<file path="config.mk">
export PLATFORM = sky130hd
export DESIGN_NAME = instr_fetch_unit
export DESIGN_NICKNAME = d
export VERILOG_FILES = /design/src/rtl/instr_fetch_unit.sv
export SDC_FILE = /design/constraint.sdc
export NUM_CORES = 1
export LEC_CHECK = 0
export CAP_MARGIN = 25
export CELL_PAD_IN_SITES_DETAIL_PLACEMENT = 1
export CELL_PAD_IN_SITES_GLOBAL_PLACEMENT = 1
export CORE_UTILIZATION = 36
export DETAILED_ROUTE_END_ITERATION = 8
export PLACE_DENSITY_LB_ADDON = 0.1
export SYNTH_ARGS = -nofsm -noshare
export SYNTH_HDL_FRONTEND = slang
export SYNTH_SLANG_ARGS = --single-unit
</file>
<file path="constraint.sdc">
create_clock -name clk -period 8.9 [get_ports clk]
set_clock_uncertainty 0.2 [all_clocks]
set_input_delay 2.67 -clock clk [delete_from_list [all_inputs] [get_ports clk]]
set_output_delay 2.67 -clock clk [all_outputs]
set_load 0.03 [all_outputs]
</file>
<file path="src/rtl/instr_fetch_unit.sv">
// instr_fetch_unit
//   Fetch stage sitting directly after the program counter. Latches the current word-addressed
//   PC, issues one instruction-memory read at a time over a req/ack handshake, and buffers each
//   returned word together with its PC in a DEPTH-entry FIFO that feeds decode via valid/ready.
//   pc_en tells the PC register to advance; flush discards wrong-path fetches and FIFO contents.
//
// Build option:
//   FETCH_PERF_CNT_EN  when defined, fetch_count / stall_count are live 32-bit wrapping
//                      counters cleared only by reset; otherwise both read 0 and no flops exist.
//
// Ports:
//   clk, reset               rising-edge clock, synchronous active-low reset
//   pc                       current PC (word address)
//   pc_en                    PC advances on the next edge (combinational, never set during flush)
//   flush                    taken branch: drop in-flight fetch and clear the FIFO
//   imem_req/addr/ack/rdata  instruction memory read handshake
//   instr/instr_pc/valid     FIFO head presented to decode; ready pops it
//   fetch_count/stall_count  performance counters
module instr_fetch_unit #(
    parameter int unsigned DEPTH = 2
) (
    input  logic        clk,
    input  logic        reset,
    input  logic [31:0] pc,
    output logic        pc_en,
    input  logic        flush,
    output logic        imem_req,
    output logic [31:0] imem_addr,
    input  logic        imem_ack,
    input  logic [31:0] imem_rdata,
    output logic [31:0] instr,
    output logic [31:0] instr_pc,
    output logic        instr_valid,
    input  logic        instr_ready,
    output logic [31:0] fetch_count,
    output logic [31:0] stall_count
);

    localparam int unsigned PtrW = $clog2(DEPTH);
    localparam int unsigned CntW = PtrW + 1;

    typedef enum logic [1:0] {StIdle, StReq, StDrop} state_e;

    state_e          state_q, state_d;
    logic [31:0]     addr_q, addr_d;
    logic [PtrW-1:0] wr_ptr_q, rd_ptr_q;
    logic [CntW-1:0] count_q;
    logic [63:0]     mem_q [DEPTH];   // {pc, instruction}
    logic            push;
    logic            pop;

    // Next-state and handshake decode
    always_comb begin
        state_d = state_q;
        addr_d  = addr_q;
        push    = 1'b0;
        pc_en   = 1'b0;
        unique case (state_q)
            StIdle: begin
                // Only issue when the result is guaranteed a FIFO slot.
                if (!flush && (count_q < CntW'(DEPTH))) begin
                    state_d = StReq;
                    addr_d  = pc;
                end
            end
            StReq: begin
                if (imem_ack) begin
                    state_d = StIdle;
                    push    = !flush;
                    pc_en   = !flush;
                end else if (flush) begin
                    state_d = StDrop;
                end
            end
            StDrop: begin
                // Wait out the wrong-path read; its data is discarded.
                if (imem_ack) begin
                    state_d = StIdle;
                end
            end
            default: state_d = StIdle;
        endcase
    end

    assign imem_req    = (state_q != StIdle);
    assign imem_addr   = addr_q;
    assign instr_valid = (count_q != '0);
    assign pop         = instr_valid && instr_ready;

    // Storage is not reset, so gate the head to keep outputs at 0 while empty.
    assign instr    = instr_valid ? mem_q[rd_ptr_q][31:0]  : '0;
    assign instr_pc = instr_valid ? mem_q[rd_ptr_q][63:32] : '0;

    always_ff @(posedge clk) begin
        if (!reset) begin
            state_q  <= StIdle;
            addr_q   <= '0;
            wr_ptr_q <= '0;
            rd_ptr_q <= '0;
            count_q  <= '0;
        end else begin
            state_q <= state_d;
            addr_q  <= addr_d;
            if (flush) begin
                // Flush wins over any same-cycle pop.
                wr_ptr_q <= '0;
                rd_ptr_q <= '0;
                count_q  <= '0;
            end else begin
                if (push) begin
                    wr_ptr_q <= wr_ptr_q + PtrW'(1);
                end
                if (pop) begin
                    rd_ptr_q <= rd_ptr_q + PtrW'(1);
                end
                count_q <= count_q + CntW'(push) - CntW'(pop);
            end
        end
    end

    always_ff @(posedge clk) begin
        if (reset && push) begin
            mem_q[wr_ptr_q] <= {addr_q, imem_rdata};
        end
    end

`ifdef FETCH_PERF_CNT_EN
    logic [31:0] fetch_cnt_q;
    logic [31:0] stall_cnt_q;

    always_ff @(posedge clk) begin
        if (!reset) begin
            fetch_cnt_q <= '0;
            stall_cnt_q <= '0;
        end else begin
            if (push) begin
                fetch_cnt_q <= fetch_cnt_q + 32'd1;
            end
            if (instr_valid && !instr_ready) begin
                stall_cnt_q <= stall_cnt_q + 32'd1;
            end
        end
    end

    assign fetch_count = fetch_cnt_q;
    assign stall_count = stall_cnt_q;
`else
    assign fetch_count = '0;
    assign stall_count = '0;
`endif

endmodule

</file>
**Yosys cells after proc, flatten, opt, wreduce, memory -nomap -nowiden**

Memory sizes are Yosys's and may differ from the RTL's. A register that Yosys moved wholly into a read port is not among the register bits.
Index checks and enable logic that the tools add are counted.

- Bits in registers: 38
- Memory bits (writable): 128
- Output and inout bits: 163
- Word-level logic and storage cells: 40
- Memories kept: 1

Memory list:

| memory | words | width | rd ports | clocked after Yosys merged registers in | write ports | RTL line | text |
|---|---|---|---|---|---|---|---|
| mem_q | 2 | 64 | 1 | 1 | 1 | 48 | `logic [63:0] mem_q [DEPTH];` |

- Add/subtract/negate cells: 4
- Order comparisons: 1
- Equality and inequality tests: 5
- Mux-type cells: 13
- Bitwise gates (word level): 1
- Reduce and logical (&&, ||, !) cells: 10

Operators by type and width:

| operator | count |
|---|---|
| $mux 32 | 2 |
| $mux 2 | 4 |
| $mux 1 | 6 |
| $pmux 2 s3 | 1 |
| $ne 2x2->1 const B | 2 |
| $reduce_bool 2->1 | 2 |
| $logic_and 1x1->1 | 3 |
| $ne 3x3->1 const B | 1 |
| $reduce_and 3->1 | 1 |
| $add 1x1->1 const B | 2 |
| $add 2x1->2 | 1 |
| $eq 2x1->1 const B | 1 |
| $eq 2x2->1 const B | 1 |
| $logic_not 2->1 | 1 |
| $lt 2x2->1 const B | 1 |
| $reduce_and 2->1 | 1 |
| $reduce_or 2->1 | 1 |
| $sub 2x1->2 | 1 |
| $logic_not 1->1 | 1 |
| $not 1->1 | 1 |

**Longest topological paths before layout**

- Depth after elaboration: 6
- Gate-level depth with buffers: 6
- Gate-level depth less buffers: 6

**Worst setup path before layout**

No wires, ideal clock.

- Path type: in2reg
- Start: input port reset
- End: memory mem_q[1][0], enable pin
- Setup time: 0.565 ns
- Data arrival time: 7.315 ns
- Required time: 8.135 ns
- Setup slack: 0.821 ns
- Stages on the path: 3
- Cell sequence: clkbuf_1 > nand2b_1 > nor3_1

- Longest elaborated chain between the ends: 3

Ends and longest elaborated chain:

| what | RTL line | text |
|---|---|---|
| from (decl) | 23 | `input logic reset,` |
| $logic_and 1x1->1 | 122 | `if (reset && push) begin` |
| $mux 1 | 122 |  |
| $mux 1 (not written as such) | 123 | `mem_q[wr_ptr_q] <= {addr_q, imem_rdata};` |
| to (decl) | 48 |  |

Every way passes these cells.

**Worst setup path after layout**

- Start: input port imem_ack
- End: output port pc_en

- Longest elaborated chain between the ends: 2

Ends and longest elaborated chain:

| what | RTL line | text |
|---|---|---|
| from (decl) | 29 | `input logic imem_ack,` |
| $mux 1 | 67 | `if (imem_ack) begin` |
| $mux 1 | 58 | `unique case (state_q)` |
| to (decl) | 25 | `output logic pc_en,` |

Every way passes these cells.

==> results.py <==
metrics = {
    "cells_and_area": {
        "syn_to_final_growth_pct": 33.1,
        "final_layout_size_suffix_gt1_share_pct": 6.77,
        "final_core_util_pct": 49.1,
        "insertedDiodeCount": 0,
        "final_nets": 752,
        "seq_area_um2": 4630,
        "fillers": 1905,
        "multi_input_area_um2": 1920,
    },
    "global_routing": {
        "grt_use_total_pct": 16.0,
        "grt_pass1_wl_um": 23500,
        "grt_max_degree": 71,
        "overflow": 0,
        "antenna_found_initial": 0,
        "first_global_vias": 4370,
    },
    "detailed_routing": {
        "drc_errors": 0,
        "drtIter0Drc": 137,
        "drtPass1Iterations": 4,
        "vias_per_cell": 4.47,
        "via_count": 4145,
        "wl_um": 15200,
        "ant_nets": 0,
        "wl_per_cell_um": 16.4,
    },
    "floorplanning": {
        "start_util_pct": 36.9,
        "die_w_um": 141,
        "die-area_um2": 19800,
        "die_h_um": 141,
        "core_area_um2": 18800,
        "num_rows": 50,
        "boundaryPins": 232,
    },
    "clock_tree": {
        "clkLatencyLatePin_ns": 0.42,
        "cts_resized": 0,
        "post_cts_buffers": 0,
        "htreeDepth": 4,
        "root_buffer": "clkbuf_16",
        "cts_sinks": 167,
        "cts.path.max_buffers": 2,
        "path_clk_slew_ns": 0.06,
        "cts_hold_buffers": 0,
        "cts_tree": "built",
        "cts_buffers": 17,
    },
    "synthesis": {
        "synth-simple-area-share_pct": 8.73,
        "synth_top_family_by_area": "multiplexers",
        "synthCells": 513,
        "netlist_top_cells_area": "edfxtp_1 56%, mux2i_1 14%, dfxtp_1 11%",
        "ys_warn_count": 0,
        "synth_cell_types": 24,
        "synth_top_cell_by_area": "edfxtp_1",
        "synth-compound-area-share_pct": 0.307,
        "muxShareOfSynthArea_pct": 14.3,
        "synth_top_area_share_pct": 55.5,
        "ys_seq_area_share_pct": 66.8,
        "netlist_area_um2": 6920,
        "synthAdderAreaFrac_pct": 0.361,
        "synth_xor_area_share_pct": 0.325,
        "ys_ff_latch": 167,
        "synth_area_per_cell_um2": 13.5,
    },
    "critical_path": {
        "crit_arrival_ns": 4.31,
        "path_class": "in2out",
        "cp.required_ns": 6.03,
        "setup.worst_path.end_class": "output port",
        "cp_max_fo": 4,
        "start_kind": "input pin",
    },
    "sta": {
        "fmax_ghz": 0.139,
        "tightestPinTransition_ns": 0.918,
        "rsz0062_at_grt": "false",
        "min_period_ns": 7.18,
        "fin_tns_setup_ns": 0,
        "drv_slew": 0,
        "finalHoldViolCount": 0,
        "fin_crit_sh_pct": 80.6,
        "slew-limit-headroom_pct": 38.8,
        "setup_viol": 0,
    },
    "status": {
        "outcome": "finished clean",
    },
    "placement": {
        "place_congestion": 0.744,
        "dpl.hpwl_um": 9920,
        "portBuffers": 167,
    },
    "pwr": {
        "p_leak_nw": 3.20,
        "ir_drop_uv": 126,
        "p_per_area_nw_per_um2": 194,
    },
    "hold_path": {
        "hp-class": "reg2reg",
    },
    "job": {
        "drv_cap": 0,
    },
}
-- worst paths after layout --
check,from,to,slack [ns],depth (start not counted)
setup / recovery,imem_ack,pc_en,1.72,4
hold / removal,imem_addr[6],mem_q[0][38],0.28,0
setup reg to reg,wr_ptr_q,mem_q[0][21],6.52,4
hold reg to reg,imem_addr[6],mem_q[0][38],0.28,0
-- through the flow --
| step | cells | total power [mW] | hold slack (ns) | setup WS, ns | cell area [um^2] |
|---|---|---|---|---|---|
| detailed placement | 896 | 1.05 | 0.269 | 1.73 | 8600 |
| finish | 928 | 1.78 | 0.283 | 1.72 | 9210 |
| global placement | 895 | 1.05 | 0.261 | 1.76 | 8580 |
| global route | 928 | 1.85 | 0.296 | 1.58 | 9210 |
| CTS | 928 | 1.81 | 0.284 | 1.71 | 9210 |
| floorplan | 576 | 1.00 | 0.273 | 0.821 | 7160 |
-- cell families after synthesis --
logic type	Yosys count
flip-flops	167
AND/OR/NAND/NOR	146
multiplexers	99
buffers and inverters	94
AO/OA/AOI/OAI	3
adder cells (fa/ha/maj)	2
other	1
XOR/XNOR	1
-- layout make-up --
cell class	instances	area share (%)
repair buffers	175	18.9
flip-flops and latches	167	50.2
multi-input cells	315	20.9
well taps	234	3.18
inverters	5	0.204
clock buffers	22	5.38
clock inverters	10	1.25
-- where the power goes --
| group | internal (mW) | switching (mW) | total, mW |
|---|---|---|---|
| clock | 0.453 | 0.295 | 0.748 |
| combinational | 0.0657 | 0.106 | 0.171 |
| sequential | 0.854 | 0.0121 | 0.866 |
| total | 1.37 | 0.412 | 1.78 |
-- synth_stat cells --
master,instances
nand2b_1,3
nor3_1,1
conb_1,1
xnor3_1,1
nor2b_1,1
or3b_2,2
inv_1,5
nor2_1,69
buf_1,5
nor4_4,1
nand3b_1,4
buf_6,3
edfxtp_1,128
buf_4,64
ha_1,2
buf_2,12
nand2_1,64
o21a_1,1
clkbuf_1,5
or2_2,1
a2111oi_0,1
mux2i_1,99
a21oi_1,1
dfxtp_1,39
-- per-layer routing --
layer	global-route usage [%]	wire, um
met1	18.2	6470
met2	28.4	7730
met3	4.35	763
met4	6.46	268
met5	0	0
-- state kept, by name, indices dropped and copies added, names as in the netlist, named ones only --
signal and count:
count_q 2, imem_addr 32, mem_q 128, rd_ptr_q 1
state_q 2, wr_ptr_q 1
-- cell usage in the layout (no fill, tap or decap), types with 2 or more instances in the layout --
cell type,count
clkdlybuf4s50_1,166
nor2_1,67
edfxtp_1,128
nand2_1,64
clkinvlp_4,3
or3b_2,2
clkbuf_8,3
nand3b_1,4
conb_1,64
inv_1,5
buf_4,7
inv_6,2
mux2i_1,99
clkbuf_16,18
nand2b_1,3
dfxtp_1,38
ha_1,2
bufinv_16,2
nor2_4,2
-- critical path, cell delays in order --
cell             delay (ns)
clkdlybuf4s50_1        0.49
nand3b_1               0.22
nor2_1                 0.22
clkdlybuf4s50_1        0.71
Note: power is estimated with default switching activity, not from simulation.
